==> config.mk <==
export PLATFORM = sky130hd
export DESIGN_NAME = fc_weight_fetch
export DESIGN_NICKNAME = d
export VERILOG_FILES = /design/src/rtl/wfetch_pkg.sv /design/src/rtl/wfetch_fifo.sv /design/src/rtl/fc_weight_fetch.sv
export SDC_FILE = /design/constraint.sdc
export NUM_CORES = 1
export LEC_CHECK = 0
export ABC_AREA = 1
export BUFFER_PORTS_ARGS = -buffer_cell sky130_fd_sc_hd__buf_2
export CORE_MARGIN = 4
export CORE_UTILIZATION = 52
export DETAILED_ROUTE_END_ITERATION = 10
export GPL_TIMING_DRIVEN = 0
export PLACE_DENSITY = 0.72
export SKIP_CTS_REPAIR_TIMING = 1
export SYNTH_ARGS = -nofsm -noshare
export SYNTH_HDL_FRONTEND = slang
export SYNTH_SLANG_ARGS = --single-unit
==> constraint.sdc <==
create_clock -name clk -period 3.22 [get_ports clk]
set_input_delay 0 -clock clk [delete_from_list [all_inputs] [get_ports clk]]
set_output_delay 0 -clock clk [all_outputs]
set_load 0.02 [all_outputs]
==> src/rtl/wfetch_pkg.sv <==
// Shared types and constants for the fully-connected layer weight fetcher.
package wfetch_pkg;

   typedef enum logic [1:0] {
      ST_IDLE,
      ST_FETCH,
      ST_DRAIN
   } state_e;

   localparam int WORD_BYTES         = 4;
   localparam int DEFAULT_FIFO_DEPTH = 4;

   // Byte address of the following weight word; wraps modulo 2^32.
   function automatic logic [31:0] next_word_addr(input logic [31:0] addr);
      return addr + 32'(WORD_BYTES);
   endfunction

endpackage

==> src/rtl/wfetch_fifo.sv <==
// Synchronous first-word-fall-through buffer between the weight BRAM and the MAC array.
// Simultaneous push and pop are both honoured; dout reads 0 while empty.
module wfetch_fifo
   import wfetch_pkg::*;
#(
   parameter  int DEPTH = DEFAULT_FIFO_DEPTH,
   parameter  int WIDTH = 32,
   localparam int CNT_W = $clog2(DEPTH + 1)
) (
   input  logic             clk,
   input  logic             rst,
   input  logic             push,
   input  logic [WIDTH-1:0] din,
   input  logic             pop,
   output logic [WIDTH-1:0] dout,
   output logic [CNT_W-1:0] count,
   output logic             empty
);
   localparam int PTR_W = (DEPTH > 1) ? $clog2(DEPTH) : 1;

   logic [WIDTH-1:0] mem [DEPTH];
   logic [PTR_W-1:0] wr_ptr;
   logic [PTR_W-1:0] rd_ptr;
   logic             do_push;
   logic             do_pop;

   function automatic logic [PTR_W-1:0] ptr_inc(input logic [PTR_W-1:0] p);
      return (p == PTR_W'(DEPTH - 1)) ? '0 : p + PTR_W'(1);
   endfunction

   assign empty   = (count == '0);
   assign do_pop  = pop && !empty;
   assign do_push = push && ((count != CNT_W'(DEPTH)) || do_pop);

   // NOTE: sequential state uses <= so every register sees pre-edge values regardless of block order.
   always_ff @(posedge clk) begin
      if (rst) begin
         wr_ptr <= '0;
         rd_ptr <= '0;
         count  <= '0;
      end else begin
         if (do_push) wr_ptr <= ptr_inc(wr_ptr);
         if (do_pop)  rd_ptr <= ptr_inc(rd_ptr);
         case ({do_push, do_pop})
            2'b10:   count <= count + CNT_W'(1);
            2'b01:   count <= count - CNT_W'(1);
            default: ;
         endcase
      end
   end

   // NOTE: storage is deliberately not reset; pointers and count alone define what is valid.
   always_ff @(posedge clk) begin
      if (do_push) mem[wr_ptr] <= din;
   end

   assign dout = empty ? '0 : mem[rd_ptr];

endmodule

==> src/rtl/fc_weight_fetch.sv <==
// Streams a burst of 32-bit weight words from a BRAM to the MAC array with credit-based flow control.
// Define FC_WEIGHT_FETCH_PERF_EN to add the stall_cnt back-pressure counter output.
module fc_weight_fetch
   import wfetch_pkg::*;
#(
   parameter int FIFO_DEPTH = DEFAULT_FIFO_DEPTH,
   parameter int LEN_W      = 16
) (
   input  logic             clk,
   input  logic             rst,
   input  logic             start,
   input  logic [31:0]      base_addr,
   input  logic [LEN_W-1:0] num_words,
   output logic             busy,
   output logic             done,
   output logic [31:0]      bram_addr,
   output logic             bram_en,
   output logic [3:0]       bram_wen,
   output logic [31:0]      bram_din,
   input  logic [31:0]      bram_dout,
   output logic [31:0]      w_data,
   output logic             w_valid,
   input  logic             w_ready
`ifdef FC_WEIGHT_FETCH_PERF_EN
   ,
   output logic [31:0]      stall_cnt
`endif
);
   localparam int CNT_W = $clog2(FIFO_DEPTH + 1);
   localparam int SUM_W = CNT_W + 2;

   state_e           state;
   state_e           state_d;
   logic [LEN_W-1:0] remaining;
   logic             rd_pend;
   logic             zero_done;
   logic [CNT_W-1:0] fifo_count;
   logic             fifo_empty;
   logic             pop;
   logic             start_ok;
   logic             start_zero;
   logic             issue_next;
   logic [SUM_W-1:0] credit_used;

   assign bram_wen = 4'b0000;
   assign bram_din = '0;

   assign w_valid    = !fifo_empty;
   assign pop        = w_valid && w_ready;
   assign start_ok   = (state == ST_IDLE) && start && (num_words != '0);
   assign start_zero = (state == ST_IDLE) && start && (num_words == '0);

   // Slots committed next cycle: FIFO level after this cycle's push/pop plus the read on the port now.
   assign credit_used = SUM_W'(fifo_count) + SUM_W'(rd_pend) + SUM_W'(bram_en) - SUM_W'(pop);

   always_ff @(posedge clk) begin
      if (rst) state <= ST_IDLE;
      else     state <= state_d;
   end

   // NOTE: every output of this block gets a default first, so no path can infer a latch.
   always_comb begin
      state_d    = state;
      issue_next = 1'b0;
      busy       = 1'b0;
      done       = zero_done;
      case (state)
         ST_IDLE: begin
            if (start_ok) state_d = ST_FETCH;
         end
         ST_FETCH: begin
            busy = 1'b1;
            if (remaining == '0) begin
               state_d = ST_DRAIN;
            end else if (credit_used < SUM_W'(FIFO_DEPTH)) begin
               issue_next = 1'b1;
            end
         end
         ST_DRAIN: begin
            if (fifo_empty && !rd_pend) begin
               state_d = ST_IDLE;
               done    = 1'b1;
            end else begin
               busy = 1'b1;
            end
         end
         default: state_d = ST_IDLE;
      endcase
   end

   // The first read goes out straight from IDLE so bram_en appears the cycle after start.
   always_ff @(posedge clk) begin
      if (rst) begin
         bram_en   <= 1'b0;
         bram_addr <= '0;
         remaining <= '0;
         rd_pend   <= 1'b0;
         zero_done <= 1'b0;
      end else begin
         rd_pend   <= bram_en;
         zero_done <= start_zero;
         bram_en   <= 1'b0;
         if (start_ok) begin
            bram_en   <= 1'b1;
            bram_addr <= base_addr & 32'hFFFF_FFFC;
            remaining <= num_words - LEN_W'(1);
         end else if (issue_next) begin
            bram_en   <= 1'b1;
            bram_addr <= next_word_addr(bram_addr);
            remaining <= remaining - LEN_W'(1);
         end
      end
   end

   wfetch_fifo #(
      .DEPTH (FIFO_DEPTH),
      .WIDTH (32)
   ) u_fifo (
      .clk   (clk),
      .rst   (rst),
      .push  (rd_pend),
      .din   (bram_dout),
      .pop   (pop),
      .dout  (w_data),
      .count (fifo_count),
      .empty (fifo_empty)
   );

`ifdef FC_WEIGHT_FETCH_PERF_EN
   always_ff @(posedge clk) begin
      if (rst || ((state == ST_IDLE) && start)) begin
         stall_cnt <= '0;
      end else if (w_valid && !w_ready && (stall_cnt != 32'hFFFF_FFFF)) begin
         stall_cnt <= stall_cnt + 32'd1;
      end
   end
`endif

endmodule

==> results.md <==
## Global route
- **first-pass GRT wire length** 36600 µm
- **global route overflow** 0
- **pin count of the biggest net entering global routing** 23
- **GR Util All Layers** 23.4%
- **initial antenna violation count** 0
- **via count of the first global-routing pass** 7150

## Timing
- **actual slew at the worst max-slew pin** 642 ps
- **final setup slack of the worst path** 299 ps
- **smallest hold slack** -46.6 ps
- **Final min period** 2920 ps
- **worst clock skew** 9.39 ps
- **ratio of final minimum period to clock period** 90.7%
- **Final Hold Vio Count** 5
- **highest attainable clock frequency** 342 MHz
- **pins over their slew limit** 0
- **worst slew margin relative to its limit** 57.2%
- **setup repair after global routing missed its margin** false
- **final setup violation count** 0

## Yosys
- **mean cell area of the mapped netlist** 8.99 µm²
- **proportion of netlist area held by the largest area contributor** 41.7%
- **largest area contributor in the synthesized netlist** edfxtp_1
- **proportion of synthesized flip-flops having asynchronous set or reset** 0%
- **most frequent cells after synthesis** nor2_1, edfxtp_1, nand2_1
- **sequential cell area fraction in the yosys report** 54.8%
- **distinct cell type count of the synthesized netlist** 42
- **number of enable flip-flop cells after synthesis** 128
- **main area contributors after synthesis** edfxtp_1, dfxtp_1, nor2_1
- **Most used DFF post-synth** edfxtp_1
- **Netlist Area Pre-Place** 9210 µm²
- **warning count from the yosys run** 0
- **Synth Register Bits** 188
- **Cells after Synth** 1025
- **most repeated cell in the gate-level netlist after synthesis** nor2_1

## Setup path
- **r2r setup slk** 300 ps
- **Critical Path RT** 3550 ps
- **largest fanout on the critical path** 10
- **most frequent cell on the critical path** nand2_1
- **cell type of the slowest stage on the worst timing path** dfxtp_1
- **cells along the critical path** nor2_1 > nand2_1 > clkinvlp_4 > nor2_4 > ha_1 > inv_1 > ha_1 > a21o_1 > a21o_1 > nand2_1 > a21oi_1 > nor2_1 > nand2_1 > nand2_2 > clkbuf_2 > nand2_1 > nand2_1 > inv_1
- **WP data arrival** 3250 ps
- **delay of the slowest cell on the worst path** 400 ps
- **critical setup path kind** flip-flop to flip-flop
- **endpoint kind of the worst setup timing path** flip-flop
- **CP Launch Type** flip-flop

## Final layout
- **register area** 5040 µm²
- **Antenna Diode Count** 0
- **Post-Layout Cell Count** 1530
- **Final #Nets** 1392
- **area occupied by multi-input gates** 3560 µm²
- **relative area change from synthesis to final layout** 26.9%
- **ratio of cells with drive above 1 in the final layout** 20.5%
- **number of fillers in the final layout** 1417

## Placement
- **number of cells after detailed placement** 1438
- **number of port buffers** 147
- **dpl ws** -306 ps
- **DP Wirelength** 16800 µm
- **global placement routability congestion** 0.912

## Routing
- **routed length per placed instance** 15.8 µm
- **Final Routed Wirelength** 24200 µm
- **First DRT Iteration DRCs** 550
- **Via Count** 7903
- **Routed Antenna Nets** 0
- **Remaining DRCs** 0
- **Avg Vias per Cell** 5.17
- **DRT Pass-1 Iters** 5

## Flow run
- **number of max-capacitance violations reported** 0

## Floorplan
- **Site Rows** 48
- **total die area** 19900 µm²
- **Horiz. Die Dim** 141 µm
- **Placeable Area** 17400 µm²
- **total I/O pin count** 188
- **initial core utilization** 53.1%
- **Die H** 141 µm

## Power and ir drop
- **leakage power** 0.00493 µW
- **worst vdd rail ir drop** 0.000516 V
- **P per Cell Area** 891 nW/µm²

## Min path
- **path category of the worst min-delay check** input pin to flip-flop

## CTS
- **number of buffers inserted during clock tree synthesis** 17
- **Clock transition at path regs** 70 ps
- **clock net sink count** 188
- **Max H-tree Level** 4
- **CTS Root Buffer Type** clkbuf_16
- **Longest Clk Path Bufs** 2
- **clock tree from TritonCTS** yes
- **clock network latency to the later pin of the worst-skew pair** 430 ps

## Outcome
- **result of the run** finished, violations left
- **failing checks** negative hold slack

worst max-delay path, delay by kind of cell (launching register included):
kind / cells / cell delay [ps]
adder cells (fa/ha/maj): 2 / 450
AND/OR/NAND/NOR: 9 / 1010
buffers and inverters: 4 / 550
AO/OA/AOI/OAI: 3 / 410
flip-flops: 1 / 400
cells by family after synthesis:
| family | Yosys count | share of synthesized area [%] |
|---|---|---|
| AND/OR/NAND/NOR | 417 | 19.2 |
| buffers and inverters | 166 | 8.58 |
| AO/OA/AOI/OAI | 206 | 12.1 |
| other | 1 | 0.0407 |
| adder cells (fa/ha/maj) | 16 | 2.25 |
| XOR/XNOR | 30 | 2.85 |
| flip-flops | 188 | 54.8 |
| multiplexers | 1 | 0.109 |
per-layer routing:
layer | GRT usage (%) | up-vias | wire, µm
li1 | - | 3915 | -
met3 | 4.75 | 31 | 1950
met2 | 39.5 | 317 | 12000
met5 | 0 | - | 0
met4 | 7.34 | 0 | 360
met1 | 30.3 | 3640 | 9840
metrics by stage:
step	cell area, µm²	total power [µW]	util (%)	setup TNS, ps	hold WS, ps
3_3_place_gp	10400	8060	59.7	-57330	212
3_5_place_dp	10500	8170	60.4	-5530	215
5_1_grt	11700	11200	67.4	0	6.50
4_1_cts	11100	10200	63.8	-6560	-231
6_report	11700	10400	67.4	0	-46.6
2_1_floorplan	9350	6620	-	0	98.9
registers in the layout, indices dropped and copies added, names as in the netlist, named ones only:
name / count
u_fifo.wr_ptr: 2
rd_pend: 1
zero_done: 1
u_fifo.mem: 128
state: 2
remaining: 16
bram_addr: 30
u_fifo.rd_ptr: 2
u_fifo.count: 3
bram_en: 1
cells in the final DEF, fill, tap and decap left out, types with 4 or more instances in the layout:
cell / instances
a211oi_1: 9
a21oi_1: 59
a31oi_1: 5
buf_1: 4
buf_2: 155
buf_4: 42
clkbuf_1: 28
clkbuf_16: 17
clkinv_1: 4
conb_1: 38
dfxtp_1: 60
dlygate4sd3_1: 57
edfxtp_1: 128
ha_1: 15
inv_1: 75
inv_2: 4
nand2_1: 115
nand2_2: 6
nand3_1: 38
nand3b_1: 9
nand4_1: 16
nor2_1: 197
nor2_2: 7
nor2_4: 7
nor3_1: 16
o211ai_1: 5
o21ai_0: 105
o21ai_1: 9
o21bai_1: 4
xnor2_1: 10
xor2_1: 20
power by group:
part	leakage [µW]	internal, µW	switching (µW)	total (µW)
Sequential	0.00165	2970	352	3320
Combinational	0.00299	1630	3370	5000
Clock	0.000290	1160	921	2080
Total	0.00493	5770	4650	10400
final timing paths:
check	start	to	depth (start not counted)
setup / recovery	u_fifo.count[0]$_SDFFE_PP0P_	remaining[8]$_SDFFE_PP0P_	18
hold / removal	base_addr[9]	bram_addr[9]$_SDFFE_PP0P_	3
setup reg to reg	u_fifo.count[0]$_SDFFE_PP0P_	remaining[8]$_SDFFE_PP0P_	18
hold reg to reg	bram_en$_SDFF_PP0_	rd_pend$_SDFF_PP0_	2
layout make-up:
cell class	instances	area share, %
Buffer	84	4.22
Clock buffer	18	3.67
Clock inverter	14	1.36
Inverter	82	2.66
Multi-Input combinational cell	708	30.4
Sequential cell	188	43.1
Tap cell	225	2.41
Timing Repair Buffer	211	12.1
Power figures use the tool's default switching activity.
